[src/rtl/escaner_teclado_pkg.sv]
// escaner_teclado_pkg: shared definitions for the keypad scanner.
// Holds the scan FSM state encoding, the 4x4 keypad legend table and the code-width helper.
// Contents: estado_t + state constants, LEYENDA, leyenda(), codigo_ancho().
package escaner_teclado_pkg;

  // Scan FSM states (legacy-compatible constant encoding).
  typedef logic [1:0] estado_t;
  localparam estado_t BARRIDO       = 2'd0;
  localparam estado_t REBOTE_PULSA  = 2'd1;
  localparam estado_t ESPERA_SUELTA = 2'd2;
  localparam estado_t REBOTE_SUELTA = 2'd3;

  // Printed legend of a 4x4 keypad, indexed by {row, column}; entry 0 is the last one listed.
  // Row 0: 1 2 3 A / row 1: 4 5 6 B / row 2: 7 8 9 C / row 3: * 0 # D (* -> E, # -> F).
  localparam logic [15:0][3:0] LEYENDA = {
    4'hD, 4'hF, 4'h0, 4'hE,
    4'hC, 4'h9, 4'h8, 4'h7,
    4'hB, 4'h6, 4'h5, 4'h4,
    4'hA, 4'h3, 4'h2, 4'h1
  };

  function automatic logic [3:0] leyenda(input logic [1:0] fila, input logic [1:0] col);
    return LEYENDA[{fila, col}];
  endfunction

  // Code width: enough bits for every raw index, never narrower than one legend nibble.
  function automatic int codigo_ancho(input int filas, input int cols);
    int w;
    w = $clog2(filas * cols);
    return (w < 4) ? 4 : w;
  endfunction

endpackage

[src/rtl/escaner_teclado_mapa_tecla.sv]
// mapa_tecla: combinational translation of a (row, column) key position into its output code.
// Ports: fila, col (latched key position) -> codigo (raw r*NUM_COLS+c, or the keypad legend).
// Option: ESCANER_TRADUCCION_EN selects the legend, but only for the 4x4 geometry.
module mapa_tecla
  import escaner_teclado_pkg::*;
#(
  parameter int NUM_FILAS = 4,
  parameter int NUM_COLS  = 4,
  parameter int CODIGO_W  = 4,
  parameter int FILA_W    = 2,
  parameter int COL_W     = 2
) (
  input  logic [FILA_W-1:0]   fila,
  input  logic [COL_W-1:0]    col,
  output logic [CODIGO_W-1:0] codigo
);

`ifdef ESCANER_TRADUCCION_EN
  if (NUM_FILAS == 4 && NUM_COLS == 4) begin : g_leyenda
    assign codigo = CODIGO_W'(leyenda(fila, col));
  end else begin : g_indice
    assign codigo = CODIGO_W'(int'(fila) * NUM_COLS + int'(col));
  end
`else
  assign codigo = CODIGO_W'(int'(fila) * NUM_COLS + int'(col));
`endif

endmodule

[src/rtl/escaner_teclado.sv]
// escaner_teclado: scans a NUM_FILAS x NUM_COLS matrix keypad, debounces press and release, and
// holds one code per press until consumed. Ports: clk, rst (sync, active-high); filas (async,
// active-low rows); columnas (one-hot-low drive); codigo/codigo_valido/codigo_listo; desborde.
// Option: ESCANER_TRADUCCION_EN maps 4x4 keys to their printed legend instead of the raw index.
module escaner_teclado
  import escaner_teclado_pkg::*;
#(
  parameter int NUM_FILAS     = 4,
  parameter int NUM_COLS      = 4,
  parameter int SCAN_CICLOS   = 8,
  parameter int REBOTE_CICLOS = 16
) (
  input  logic                                         clk,
  input  logic                                         rst,
  input  logic [NUM_FILAS-1:0]                         filas,
  output logic [NUM_COLS-1:0]                          columnas,
  output logic [codigo_ancho(NUM_FILAS, NUM_COLS)-1:0] codigo,
  output logic                                         codigo_valido,
  input  logic                                         codigo_listo,
  output logic                                         desborde
);

  localparam int CODIGO_W = codigo_ancho(NUM_FILAS, NUM_COLS);
  localparam int FILA_W   = $clog2(NUM_FILAS);
  localparam int COL_W    = $clog2(NUM_COLS);
  localparam int CNT_MAX  = (SCAN_CICLOS > REBOTE_CICLOS) ? SCAN_CICLOS : REBOTE_CICLOS;
  localparam int CNT_W    = $clog2(CNT_MAX + 1);

  logic [NUM_FILAS-1:0] filas_meta, filas_sync;
  estado_t              estado;
  logic [COL_W-1:0]     col, col_sig;
  logic [FILA_W-1:0]    fila, fila_baja;
  logic [CNT_W-1:0]     cnt;
  logic                 activo;
  logic                 hay_baja, fila_alta, emite;
  logic [CODIGO_W-1:0]  codigo_nuevo;

  // activo is low for the reset cycle and the one after it, so the column outputs stay
  // released under reset and the first column gets its full settling time afterwards.
  assign columnas  = activo ? ~(NUM_COLS'(1) << col) : '1;
  assign col_sig   = (col == COL_W'(NUM_COLS - 1)) ? '0 : col + 1'b1;
  assign fila_alta = filas_sync[fila];

  // Lowest-index low row wins when several rows are low at the sampling point.
  always_comb begin
    fila_baja = '0;
    hay_baja  = 1'b0;
    for (int i = NUM_FILAS - 1; i >= 0; i--) begin
      if (!filas_sync[i]) begin
        fila_baja = FILA_W'(i);
        hay_baja  = 1'b1;
      end
    end
  end

  // The press is accepted on the last of REBOTE_CICLOS consecutive low samples.
  assign emite = (estado == REBOTE_PULSA) && !fila_alta && (cnt == CNT_W'(REBOTE_CICLOS - 1));

  mapa_tecla #(
    .NUM_FILAS (NUM_FILAS),
    .NUM_COLS  (NUM_COLS),
    .CODIGO_W  (CODIGO_W),
    .FILA_W    (FILA_W),
    .COL_W     (COL_W)
  ) u_mapa (
    .fila   (fila),
    .col    (col),
    .codigo (codigo_nuevo)
  );

  always_ff @(posedge clk) begin
    if (rst) begin
      filas_meta <= '1;
      filas_sync <= '1;
      estado     <= BARRIDO;
      col        <= '0;
      fila       <= '0;
      cnt        <= '0;
      activo     <= 1'b0;
    end else begin
      filas_meta <= filas;
      filas_sync <= filas_meta;
      activo     <= 1'b1;
      case (estado)
        BARRIDO: begin
          if (activo) begin
            // Sampling after SCAN_CICLOS driven clocks covers the 2-flop synchroniser delay.
            if (cnt == CNT_W'(SCAN_CICLOS - 1)) begin
              cnt <= '0;
              if (hay_baja) begin
                fila   <= fila_baja;
                estado <= REBOTE_PULSA;
              end else begin
                col <= col_sig;
              end
            end else begin
              cnt <= cnt + 1'b1;
            end
          end
        end
        REBOTE_PULSA: begin
          if (fila_alta) begin
            estado <= BARRIDO;
            col    <= col_sig;
            cnt    <= '0;
          end else if (cnt == CNT_W'(REBOTE_CICLOS - 1)) begin
            estado <= ESPERA_SUELTA;
            cnt    <= '0;
          end else begin
            cnt <= cnt + 1'b1;
          end
        end
        ESPERA_SUELTA: begin
          if (fila_alta) begin
            estado <= REBOTE_SUELTA;
            cnt    <= '0;
          end
        end
        REBOTE_SUELTA: begin
          if (!fila_alta) begin
            estado <= ESPERA_SUELTA;
            cnt    <= '0;
          end else if (cnt == CNT_W'(REBOTE_CICLOS - 1)) begin
            estado <= BARRIDO;
            col    <= col_sig;
            cnt    <= '0;
          end else begin
            cnt <= cnt + 1'b1;
          end
        end
        default: begin
          estado <= BARRIDO;
          cnt    <= '0;
        end
      endcase
    end
  end

  // Output register: a new key is taken only into an empty or just-consumed slot;
  // otherwise it is dropped and the sticky overflow flag records the loss.
  always_ff @(posedge clk) begin
    if (rst) begin
      codigo        <= '0;
      codigo_valido <= 1'b0;
      desborde      <= 1'b0;
    end else if (emite) begin
      if (!codigo_valido || codigo_listo) begin
        codigo        <= codigo_nuevo;
        codigo_valido <= 1'b1;
      end else begin
        desborde <= 1'b1;
      end
    end else if (codigo_listo) begin
      codigo_valido <= 1'b0;
    end
  end

endmodule

[config.mk]
export PLATFORM = sky130hd
export DESIGN_NAME = escaner_teclado
export DESIGN_NICKNAME = d
export VERILOG_FILES = /design/src/rtl/escaner_teclado_pkg.sv /design/src/rtl/escaner_teclado_mapa_tecla.sv /design/src/rtl/escaner_teclado.sv
export SDC_FILE = /design/constraint.sdc
export NUM_CORES = 1
export LEC_CHECK = 0
export BUFFER_PORTS_ARGS = -buffer_cell sky130_fd_sc_hd__buf_2
export CAP_MARGIN = 20
export CORE_ASPECT_RATIO = 1.25
export CORE_MARGIN = 2
export CORE_UTILIZATION = 59
export CTS_BUF_LIST = sky130_fd_sc_hd__clkbuf_4 sky130_fd_sc_hd__clkbuf_8
export CTS_CLUSTER_DIAMETER = 50
export CTS_CLUSTER_SIZE = 40
export DETAILED_ROUTE_END_ITERATION = 16
export PLACE_DENSITY = 0.87
export SLEW_MARGIN = 10
export SYNTH_ARGS = -nofsm -noshare
export SYNTH_HDL_FRONTEND = slang
export SYNTH_HIERARCHICAL = 1
export SYNTH_SLANG_ARGS = --single-unit
[constraint.sdc]
create_clock -name clk -period 2.49 [get_ports clk]
set_input_delay 0.249 -clock clk [delete_from_list [all_inputs] [get_ports clk]]
set_output_delay 0.249 -clock clk [all_outputs]
set_load 0.02 [all_outputs]
==> results_dict.tcl <==
set metrics [dict create \
    drc_errors 0 \
    final_layout_size_suffix_gt1_share_pct 22.8 \
    min_path_type "input port to flop" \
    globalplace.congestion 0.852 \
    status "complete, no violations" \
    setup_viol 0 \
    seq_area_frac_synth_pct 38.4 \
    yosys_register_bits 26 \
    layout_commonest_cell "dfxtp_1" \
    drtPass1Iterations 5 \
    die_y_um 57.6 \
    power_leakage_nw 0.573 \
    slew_viol_final 0 \
    cp_common_cell "ha_1" \
    fin_util_pct 67.0 \
    vias 1103 \
    overflow 0 \
    dieArea_um2 2700 \
    crit_path_start_kind "flop" \
    max_clock_freq_mhz 494 \
    cts.reportedPaths.clkPinSlew_ns 0.14 \
    timing.final.ws_setup_ns 0.464 \
    syn_inst 149 \
    timing.max_cap.violations 0 \
    grt_usage_pct 21.5 \
    clock_latency_ns 0.33 \
    endpoint_kind "flop" \
    num-fill-cells 196 \
    finalCritPeriodShare_pct 81.4 \
    cts_buffer_depth 2 \
    final_cell_count_no_fill 189 \
    crit_required_ns 2.71 \
    power_density_nw_per_um2 531 \
    post_cts_buffers 0 \
    period_minus_slack_ns 2.03 \
    wirelength_mm 2.59 \
    antenna_found_initial 0 \
    hold_viol_final 0 \
    cts-resized-gates 0 \
    rows 19 \
    htreeDepth 1 \
    clock_sinks 26 \
    setup-tns-final_ns 0 \
    grt_pass1_vias 1071 \
    cp_max_fo 10 \
    syn_area_per_cell_um2 9.09 \
    ant_nets 0 \
    mostFrequentLayoutCells "dfxtp_1, buf_2, nor2_1, nand2_1, a21oi_1" \
    grt_max_degree 27 \
    die_w_um 46.8 \
    synth.distinct_cells 38 \
    clock_skew_ns 0.00567 \
    yosysWarnings 6 \
    synthToLayoutAreaGrowth_pct 8.23 \
    max_stage_delay_ns 0.42 \
    nNetsFinal 174 \
    numPortBuffers 16 \
    path_cells "ha_1 -> nand3_1 -> inv_1 -> ha_1 -> nand2_1 -> nor4_4 -> mux2i_1 -> nor2_1" \
    crit_slowest_cell "dfxtp_1" \
    dpl_worst_slack_ns 0.474 \
    slew_headroom_pct 55.5 \
    ir_drop_mv 0.504 \
    hpwl_mm 1.89 \
    wl_per_cell_um 13.7 \
    num_antenna_cells 0 \
    cts-root-buf "clkbuf_4" \
    initial_core_util_pct 61.9 \
    rsz0062_at_grt "no" \
    worst_pin_slew_ns 0.667 \
    synth_nets 164 \
    grt_pass1_wl_mm 4.31 \
    core_um2 2190 \
    critical_path_class "flop to flop" \
    drt-initial-drc-count 39 \
    hold_buffers 0 \
    dp_cells 185 \
    syn-cell-area_um2 1350 \
    worstPathArrival_ns 2.25 \
    viasPerCell 5.84 \
    ios 17 \
    cts_tree "yes" \
    cts_buffers 3 \
]
[kinds of logic after synthesis]
logic type / synth area share (%)
muxes: 6.10
and+or+nand+nor: 22.0
DFF: 38.4
xor gates and xnor gates: 0.647
buffers and inverters: 7.21
AOI/OAI and AO/OA: 18.2
adders and majority gates: 7.39
[state kept, by name (all words and copies together) (netlist names), named ones only]
register and cells:
activo 1, filas_meta 4, estado 1, filas_sync 4, col 2, cnt 5, codigo_valido 1, desborde 1
codigo 4, fila 2
[cell usage after synthesis]
cell type / number / area (µm²)
o32ai_4: 1 / 27.5
or3_1: 1 / 6.26
o21ai_0: 4 / 20.0
or2_2: 8 / 50.1
nor4_1: 2 / 12.5
xnor2_1: 1 / 8.76
nor4_4: 1 / 21.3
o21bai_1: 1 / 7.51
nor2_2: 1 / 6.26
dfxtp_1: 26 / 521
and2_1: 1 / 6.26
o211ai_1: 3 / 22.5
nand4_1: 3 / 18.8
clkbuf_1: 6 / 22.5
mux4_2: 1 / 22.5
inv_1: 10 / 37.5
or3b_2: 1 / 8.76
nor2b_1: 3 / 18.8
a31oi_1: 2 / 12.5
a21oi_1: 11 / 55.1
a2111oi_2: 1 / 15.0
a211oi_2: 1 / 12.5
a311oi_1: 2 / 17.5
nand2_1: 11 / 41.3
and4bb_2: 1 / 12.5
nand4bb_1: 1 / 11.3
a211oi_1: 2 / 15.0
nand2b_1: 3 / 18.8
o31ai_1: 2 / 15.0
and3_1: 1 / 6.26
mux2i_1: 6 / 60.1
a211o_1: 1 / 8.76
buf_4: 5 / 37.5
nor2_1: 13 / 48.8
nand3_1: 2 / 10.0
o31a_1: 1 / 8.76
ha_1: 8 / 100
a41oi_1: 1 / 8.76
[stage by stage]
stage	area (µm²)	power [mW]	hold WS, ns
floorplan	1350	0.478	0.318
global placement	1410	0.489	0.393
detailed placement	1410	0.492	0.398
CTS	1470	0.779	0.0897
global route	1470	0.806	0.0725
finish	1470	0.778	0.0863
[path summary, 6_finish.rpt]
check                              startpoint            end  slack, ns  cells past startpoint
worst max-delay path                   cnt[0]      codigo[0]       0.46                      8
worst min register to register  filas_meta[0]  filas_sync[0]       0.43                      1
worst min-delay path                 filas[0]  filas_meta[0]       0.09                      2
worst max register to register         cnt[0]      codigo[0]       0.46                      8
[critical path: cells and delay by family (launching register included)]
kind | cells | cell delay, ns
flip-flops | 1 | 0.42
AND/OR/NAND/NOR | 4 | 0.63
buffers and inverters | 1 | 0.07
multiplexers | 1 | 0.27
adder cells (fa/ha/maj) | 2 | 0.52
[cell type report]
class / instances / area [µm²] / share of cell area [%]
clock buffers: 3 / 22.5 / 1.54
clock inverters: 1 / 30.0 / 2.05
inverters: 10 / 37.5 / 2.56
multi-input cells: 102 / 736 / 50.2
flip-flops and latches: 26 / 520 / 35.5
well taps: 31 / 38.8 / 2.65
repair buffers: 16 / 80.1 / 5.47
[per-layer routing]
layer,global-route usage (%),wire [µm]
met1,24.7,1100
met2,37.8,1340
met3,2.22,89
met4,9.92,56
met5,0,0
[power by group]
part	total, mW	switching, mW	internal (mW)
sequential	0.436	0.00939	0.427
clock	0.295	0.132	0.163
combinational	0.0473	0.0263	0.0210
(Power assumes the default switching activity.)
